[config.mk]
export PLATFORM = sky130hd
export DESIGN_NAME = regfile_sb
export DESIGN_NICKNAME = d
export VERILOG_FILES = /design/src/rtl/regfile_pkg.sv /design/src/rtl/regfile_scoreboard.sv /design/src/rtl/regfile_sb.sv
export SDC_FILE = /design/constraint.sdc
export NUM_CORES = 2
export LEC_CHECK = 0
export CELL_PAD_IN_SITES_DETAIL_PLACEMENT = 0
export CELL_PAD_IN_SITES_GLOBAL_PLACEMENT = 1
export CORE_MARGIN = 5
export CORE_UTILIZATION = 30
export DETAILED_ROUTE_END_ITERATION = 8
export PLACE_DENSITY_LB_ADDON = 0.2
export SYNTH_ARGS = -nofsm -noshare
export SYNTH_HDL_FRONTEND = slang
export SYNTH_HIERARCHICAL = 1
export SYNTH_SLANG_ARGS = --single-unit
[constraint.sdc]
create_clock -name clk -period 54.6 [get_ports clk]
set_input_delay 13.65 -clock clk [delete_from_list [all_inputs] [get_ports clk]]
set_output_delay 13.65 -clock clk [all_outputs]
set_load 0.02 [all_outputs]
[src/rtl/regfile_pkg.sv]
// Shared constants, register address type and write-qualification helper
// for the register file and its busy scoreboard.
package regfile_pkg;

    localparam int DATA_W_DEF = 32;
    localparam int ADDR_W_DEF = 5;

    typedef logic [ADDR_W_DEF-1:0] reg_addr_t;

    // Address is taken widened so instances with any ADDR_W can share this helper.
    function automatic logic is_effective_write(input logic we, input int unsigned addr,
                                                input logic zero_reg);
        return we && ((addr != 0) || !zero_reg);
    endfunction

endpackage

[src/rtl/regfile_scoreboard.sv]
// Per-register busy bits for in-flight producers, with set/clear/flush
// priority and an incrementally maintained busy counter.
module regfile_scoreboard
    import regfile_pkg::*;
#(
    parameter int ADDR_W   = ADDR_W_DEF,
    parameter int ZERO_REG = 1
) (
    input  logic                    clk,
    input  logic                    rst,
    input  logic                    i_we,
    input  logic [ADDR_W-1:0]       i_wa,
    input  logic                    i_set,
    input  logic [ADDR_W-1:0]       i_set_addr,
    input  logic                    i_flush,
    output logic [(2**ADDR_W)-1:0]  o_busy,
    output logic [ADDR_W:0]         o_busy_count
);

    localparam int DEPTH = 2**ADDR_W;
    localparam int CNT_W = ADDR_W + 1;

    logic [DEPTH-1:0] r_busy;
    logic [DEPTH-1:0] w_busy_next;
    logic [CNT_W-1:0] r_busy_count;
    logic             w_clr;
    logic             w_set;
    logic             w_inc;
    logic             w_dec;

    assign w_clr = is_effective_write(i_we, 32'(i_wa), ZERO_REG != 0);
    assign w_set = i_set && ((i_set_addr != '0) || (ZERO_REG == 0));
    assign w_inc = w_set && !r_busy[i_set_addr];
    // A clear that coincides with a re-set of the same register is not a release.
    assign w_dec = w_clr && r_busy[i_wa] && !(w_set && (i_set_addr == i_wa));

    // NOTE: the vector is defaulted first so every path assigns every bit (no latch).
    always_comb begin
        w_busy_next = r_busy;
        if (w_clr)   w_busy_next[i_wa]       = 1'b0;
        if (w_set)   w_busy_next[i_set_addr] = 1'b1;
        if (i_flush) w_busy_next             = '0;
    end

    // NOTE: non-blocking assignments so both registers update from pre-edge values.
    always_ff @(posedge clk or posedge rst) begin
        if (rst) begin
            r_busy       <= '0;
            r_busy_count <= '0;
        end else begin
            r_busy <= w_busy_next;
            if (i_flush) begin
                r_busy_count <= '0;
            end else if (w_inc && !w_dec) begin
                r_busy_count <= r_busy_count + CNT_W'(1);
            end else if (w_dec && !w_inc) begin
                r_busy_count <= r_busy_count - CNT_W'(1);
            end
        end
    end

    assign o_busy       = r_busy;
    assign o_busy_count = r_busy_count;

endmodule

[src/rtl/regfile_sb.sv]
// Two-read, one-write register file with optional write bypass, optional
// hard-wired zero register and an integrated busy scoreboard.
module regfile_sb
    import regfile_pkg::*;
#(
    parameter int DATA_W   = DATA_W_DEF,
    parameter int ADDR_W   = ADDR_W_DEF,
    parameter int ZERO_REG = 1,
    parameter int BYPASS   = 1
) (
    input  logic              clk,
    input  logic              rst,
    input  logic [ADDR_W-1:0] ra_addr,
    output logic [DATA_W-1:0] ra_data,
    output logic              ra_busy,
    input  logic [ADDR_W-1:0] rb_addr,
    output logic [DATA_W-1:0] rb_data,
    output logic              rb_busy,
    input  logic              we,
    input  logic [ADDR_W-1:0] wa,
    input  logic [DATA_W-1:0] wd,
    input  logic              sb_set,
    input  logic [ADDR_W-1:0] sb_set_addr,
    input  logic              flush,
    output logic [ADDR_W:0]   busy_count
);

    localparam int DEPTH = 2**ADDR_W;

    logic [DATA_W-1:0] r_mem [DEPTH];
    logic [DEPTH-1:0]  w_busy;
    logic              w_we_eff;

    assign w_we_eff = is_effective_write(we, 32'(wa), ZERO_REG != 0);

    // NOTE: the array is reset because operand fetch relies on every register reading 0 after rst.
    always_ff @(posedge clk or posedge rst) begin
        if (rst) begin
            for (int i = 0; i < DEPTH; i++) r_mem[i] <= '0;
        end else if (w_we_eff) begin
            r_mem[wa] <= wd;
        end
    end

    regfile_scoreboard #(
        .ADDR_W   (ADDR_W),
        .ZERO_REG (ZERO_REG)
    ) u_scoreboard (
        .clk          (clk),
        .rst          (rst),
        .i_we         (we),
        .i_wa         (wa),
        .i_set        (sb_set),
        .i_set_addr   (sb_set_addr),
        .i_flush      (flush),
        .o_busy       (w_busy),
        .o_busy_count (busy_count)
    );

    // Zero register takes precedence; a bypassed write means the producer has completed.
    always_comb begin
        ra_data = r_mem[ra_addr];
        ra_busy = w_busy[ra_addr];
        if ((ZERO_REG != 0) && (ra_addr == '0)) begin
            ra_data = '0;
            ra_busy = 1'b0;
        end else if ((BYPASS != 0) && w_we_eff && (wa == ra_addr)) begin
            ra_data = wd;
            ra_busy = 1'b0;
        end
    end

    always_comb begin
        rb_data = r_mem[rb_addr];
        rb_busy = w_busy[rb_addr];
        if ((ZERO_REG != 0) && (rb_addr == '0)) begin
            rb_data = '0;
            rb_busy = 1'b0;
        end else if ((BYPASS != 0) && w_we_eff && (wa == rb_addr)) begin
            rb_data = wd;
            rb_busy = 1'b0;
        end
    end

endmodule

### Word-level counts from Yosys, hierarchy flattened

Cells that the tools add are included.
W data, S select, Z words.

| cells by class | value |
|---|---|
| magnitude comparators | 10 |
| bitwise logic cells | 6 |
| reductions and logical operators | 22 |
| add/subtract/negate cells | 2 |
| equal/unequal tests | 3 |
| multiplexer cells | 35 |

Operators with widths:

| cell | number |
|---|---|
| $bwmux W1024 | 1 |
| $mux W32 | 12 |
| $bmux W32 S5 | 2 |
| $demux W32 S5 | 1 |
| $and A32 B32 Y32 | 1 |
| $not A32 Y32 | 1 |
| $or A32 B32 Y32 | 1 |
| $lt A5 B6 Y1 const B | 4 |
| $bmux W1 S5 | 4 |
| $ge A6 B6 Y1 const B | 3 |
| $mux W6 | 3 |
| $not A5 Y6 | 3 |
| $eq A5 B5 Y1 | 3 |
| $logic_and A1 B1 Y1 | 13 |
| $demux W1 S5 | 2 |
| $ge A5 B1 Y1 const B | 2 |
| $logic_not A5 Y1 | 2 |
| $mux W1 | 10 |
| $reduce_bool A5 Y1 | 2 |
| $add A6 B1 Y6 const B | 1 |
| $lt A6 B1 Y1 const B | 1 |
| $sub A6 B1 Y6 const B | 1 |
| $logic_not A1 Y1 | 4 |
| $reduce_bool A3 Y1 | 1 |

| storage, ports and cells | value |
|---|---|
| output and inout port bits | 72 |
| flip-flop bits (word level) | 1,062 |

### Longest topological paths before layout

| depth | value |
|---|---|
| depth in word-level cells | 10 |
| depth in mapped cells | 15 |
| gate-level depth less buffers | 13 |

### Modules after synthesis

The synthesis kept the hierarchy.

Modules (own cells, without submodules):

| module | sequential area each (µm²) | area an instance (µm²) | cells an instance | times used |
|---|---|---|---|---|
| regfile_sb | 25,624.6 | 55,336.8 | 3,848 | 1 |
| regfile_scoreboard | 950.9 | 2,514.9 | 285 | 1 |

### Least setup slack after synthesis

No wires, ideal clock.

| timing | value |
|---|---|
| kind | input-to-output |
| start point | input port ra_addr[1] |
| end point | output port ra_data[30] |
| data arrival time | 15.561 ns |
| data required time | 40.950 ns |
| buffers on the path | 4 |
| stages | 8 |
| setup slack | 25.389 ns |
| cell sequence | buf_2 buf_2 buf_2 clkbuf_1 mux4_2 a22oi_1 o21ai_0 a221o_1 |

| on the way | value |
|---|---|
| word-level cells in the longest chain between the ends | 6 |

RTL lines:

| item | RTL line | source |
|---|---|---|
| from (decl) | regfile_sb.sv:13 | `input logic [ADDR_W-1:0] ra_addr,` |
| $not A5 Y6 (implied by the code) | regfile_sb.sv:62 | `ra_data = r_mem[ra_addr];` |
| $bmux W32 S5 | regfile_sb.sv:62 |  |
| $mux W32 (implied by the code) (2 in a row) | regfile_sb.sv:62 |  |
| $mux W32 | regfile_sb.sv:67 | `end else if ((BYPASS != 0) && w_we_eff && (wa == ra_addr)) begin` |
| $mux W32 (*) | regfile_sb.sv:64 | `if ((ZERO_REG != 0) && (ra_addr == '0)) begin` |
| to (decl) | regfile_sb.sv:14 | `output logic [DATA_W-1:0] ra_data,` |

Every way passes the cells marked *; elsewhere a longest branch is shown, timed or not. The select of a mux whose other input is x is not followed.

### Worst setup path after layout

| timing | value |
|---|---|
| start point | input port rb_addr[0] |
| end point | output port rb_data[15] |

| on the way | value |
|---|---|
| word-level cells in the longest chain between the ends | 6 |

RTL lines:

| item | RTL line | source |
|---|---|---|
| from (decl) | regfile_sb.sv:16 | `input logic [ADDR_W-1:0] rb_addr,` |
| $not A5 Y6 (implied by the code) | regfile_sb.sv:74 | `rb_data = r_mem[rb_addr];` |
| $bmux W32 S5 | regfile_sb.sv:74 |  |
| $mux W32 (implied by the code) (2 in a row) | regfile_sb.sv:74 |  |
| $mux W32 | regfile_sb.sv:79 | `end else if ((BYPASS != 0) && w_we_eff && (wa == rb_addr)) begin` |
| $mux W32 (*) | regfile_sb.sv:76 | `if ((ZERO_REG != 0) && (rb_addr == '0)) begin` |
| to (decl) | regfile_sb.sv:17 | `output logic [DATA_W-1:0] rb_data,` |

Marked as above.

==> key figures <==
Global route
  • First-pass GRT wire length: just over 300000 µm
  • Global router's overall resource usage: 21.0%
  • Initial antenna violation count: 15
  • Largest net degree at the start of global routing: 167
  • Number of global-route vias before repair: roughly 40000
  • Total grt overflow: 0

Setup path
  • Slowest cell on crit path: buf_4
  • Required time worst endpoint: between 40 and 50 ns
  • CP Capture Type: output port
  • CP startpoint: rb_addr[0]
  • Crit Path Class: in -> out
  • Top cell by count, worst path: buf_4
  • Critical path endpoint: rb_data[15]
  • RR Endpoint: u_scoreboard/o_busy_count[5]
  • Cells on worst reg2reg path: 12
  • Worst-path fanout max: 65
  • Critical path arrival: 18.84 ns
  • CP Launch Type: primary input
  • Worst R2R Setup Slack: 50.77 ns
  • Slowest stage delay, CP: between 0.9 and 1 ns
  • Crit-path cells: buf_8 > buf_4 > buf_4 > buf_4 > mux2i_1 > a221oi_1 > a21oi_1 > nor3_1 > a211o_1 > clkdlybuf4s50_1
  • R2r startpoint: u_scoreboard/o_busy[13]

STA
  • Crit path time final: 32.49 ns
  • Final Hold Fails: 0
  • Fmax: approximately 30 MHz
  • Final setup TNS: 0 ns
  • Hold WS: approximately 0.39 ns
  • Final setup fails: 0
  • Final Max Slew Viols: 0
  • Relative slew slack: 17.9%
  • RSZ-0062 raised after global routing: no
  • Worst slew pin tran: about 1.2 ns
  • Clk_skew: between 0.01 and 0.015 ns
  • Crit share post-route: between 50 and 60%

CTS
  • Post-CTS sizing: 0
  • Maximum buffer depth of the clock tree: 3
  • Clock-pin slew on the worst setup and hold paths: around 0.06 ns
  • Latest clock arrival within the worst-skew pair: 0.76 ns
  • Total CTS buffers: between 100 and 150
  • Clock root cell: clkbuf_16
  • TritonCTS clock tree: done
  • H-tree levels: 4
  • Hold buffers post-CTS: 0
  • # Post-CTS Setup Buffers: 0
  • CTS sink count: between 1000 and 1500

Power
  • Static leakage: roughly 28 nW
  • PwrDens: roughly 37 mW/mm²
  • Maximum vdd ir drop: around 0.024 mV

Synthesis
  • Cell area after synthesis: about 0.058 mm²
  • Post-synth top area cell: dfrtp_1
  • Syn nets: ~4200
  • Async set-reset flop share out of synthesis: 100%
  • Mean Syn Cell Area: around 14 µm²
  • EDFF count, synth: 0
  • Cells after Synth: around 4100
  • Synth Flop Type: dfrtp_1
  • Synth cell types: 64
  • Post-synthesis sequential area ratio: 45.9%
  • Area contributors post-synth: dfrtp_1 46%, mux2_2 19%, mux4_2 16%
  • Synth top area share: a little under half
  • Yosys warnings: 6
  • Seq cells post-synth: 1062

Flow run
  • Max Cap Viol: 0

Detailed routing
  • Final ANT Viol Nets: 0
  • Via Count: 38500
  • Routed vias/inst: about 5.8
  • DRC viols: 0
  • 1st-iter DRT viols: 2959
  • DRT Wirelength: roughly 210000 µm
  • WL/cell: around 32 µm
  • TritonRoute pass-1 iters: 5

Floorplanning
  • Row cnt: between 150 and 200
  • Starting density of the core: 30.1%
  • Die W: 449 µm
  • Total die area: between 0.2 and 0.25 mm²
  • Core Area: 0.192 mm²
  • Die H: about 450 µm
  • # IOs: around 130

Status
  • Status: finished clean

Placed design
  • Gpl congestion: 0.766
  • Hpwl dp: around 120000 µm
  • Port Buf Inserts: approximately 130

Cells and area
  • Most frequent cells in the layout: 1062 x dfrtp_1, 979 x mux2_2, 419 x mux4_2, 284 x mux2i_1, 139 x clkbuf_16
  • Fillers: between 15000 and 20000
  • Share of layout cells above drive strength 1: roughly 43%
  • Final #Nets: ~4000
  • Layout area overhead: 13.9%
  • Leading cell type in the layout, fill and taps excluded: dfrtp_1

Worst hold path
  • Hold Crit Class: reg -> reg
kinds of logic after synthesis:
logic type | synth area share (%)
muxes | 40.3
DFF | 45.9
AOI/OAI and AO/OA | 6.96
buffers and inverters | 3.65
and+or+nand+nor | 2.73
xor gates and xnor gates | 0.288
adders and majority gates | 0.143
state kept, by name, summed over array words and instances, names as in the netlist:
register,flops
u_scoreboard/o_busy,32
r_mem,1024
u_scoreboard/o_busy_count,6
per-layer routing:
metal,global-route usage (%),vias to the layer above,part of all wire [%]
met1,28.5,21300,44
met3,2.97,270,4.4
met2,35.4,983,49
met4,5.30,0,2.5
li1,-,15900,-
met5,0,-,0
cell usage after synthesis (2+ instances only):
library cell and instances:
a211o_1 50, a211oi_1 46, a21oi_1 82, a221o_1 12
a221oi_1 109, a22oi_1 49, a31oi_1 9, a32oi_1 3
and2_1 7, and3_1 4, buf_1 45, buf_2 129
buf_4 31, buf_6 3, clkbuf_1 258, clkinv_1 2
dfrtp_1 1062, ha_1 5, inv_1 13, mux2_2 979
mux2i_1 284, mux4_2 419, nand2_1 89, nand2b_1 24
nand3_1 9, nand3b_1 11, nand4_1 5, nand4b_1 3
nor2_1 41, nor2b_1 19, nor3_1 68, nor3b_1 5
nor4_1 9, o21ai_0 77, o21bai_1 18, o22ai_1 98
o31ai_1 4, o32a_1 2, o32ai_1 2, or2_2 4
or3_1 2, or3b_2 3, xnor2_1 17, xor2_1 2
per-stage QoR:
step                setup slack (ns)  util (%)  power [mW]  cell area, µm²  instances
global route                   21.71      34.3        2.52           65900       6673
finish                         22.11      34.3        2.41           65900       6677
detailed placement             21.94      32.0        1.54           61600       6442
floorplan                      12.13         -        1.39           57900       4133
global placement               21.90      32.0        1.53           61600       6442
CTS                            21.93      34.3        2.44           65900       6671
worst max-delay path, delay by kind of cell:
kind,cells,cell delay [ns]
compound gates,3,0.74
buf+inv,5,3.55
simple gates,1,0.49
mux,1,0.18
worst min-delay path by stage:
| stage | slack [ns] | to | from | cells past startpoint |
|---|---|---|---|---|
| 4_1_cts | 0.40 | r_mem[998] | r_mem[998] | 0 |
| 3_3_place_gp | 0.38 | r_mem[1020] | r_mem[1020] | 0 |
| 2_1_floorplan | 0.44 | r_mem[1000] | r_mem[1000] | 1 |
| 6_report | 0.39 | r_mem[1020] | r_mem[1020] | 0 |
| 5_1_grt | 0.41 | r_mem[1015] | r_mem[1015] | 0 |
| 3_5_place_dp | 0.38 | r_mem[998] | r_mem[998] | 0 |
power by group:
group / internal (mW) / leakage (nW) / switching [mW]
registers: 0.932 / 13.7 / 0.103
clock network: 0.529 / 2.12 / 0.356
logic: 0.275 / 12.3 / 0.217
total: 1.74 / 28.1 / 0.676
area by class of cell:
cell class | instances | area [µm²] | area share [%]
multi-input combinational | 2589 | 29500 | 44.8
sequential | 1062 | 26600 | 40.3
clock buffer | 202 | 4030 | 6.11
tap | 2526 | 3160 | 4.80
timing repair buffer | 249 | 2270 | 3.44
clock inverter | 27 | 288 | 0.437
inverter | 16 | 67.6 | 0.103
antenna | 6 | 15.0 | 0.0228
Note: power is estimated with default switching activity, not from simulation.
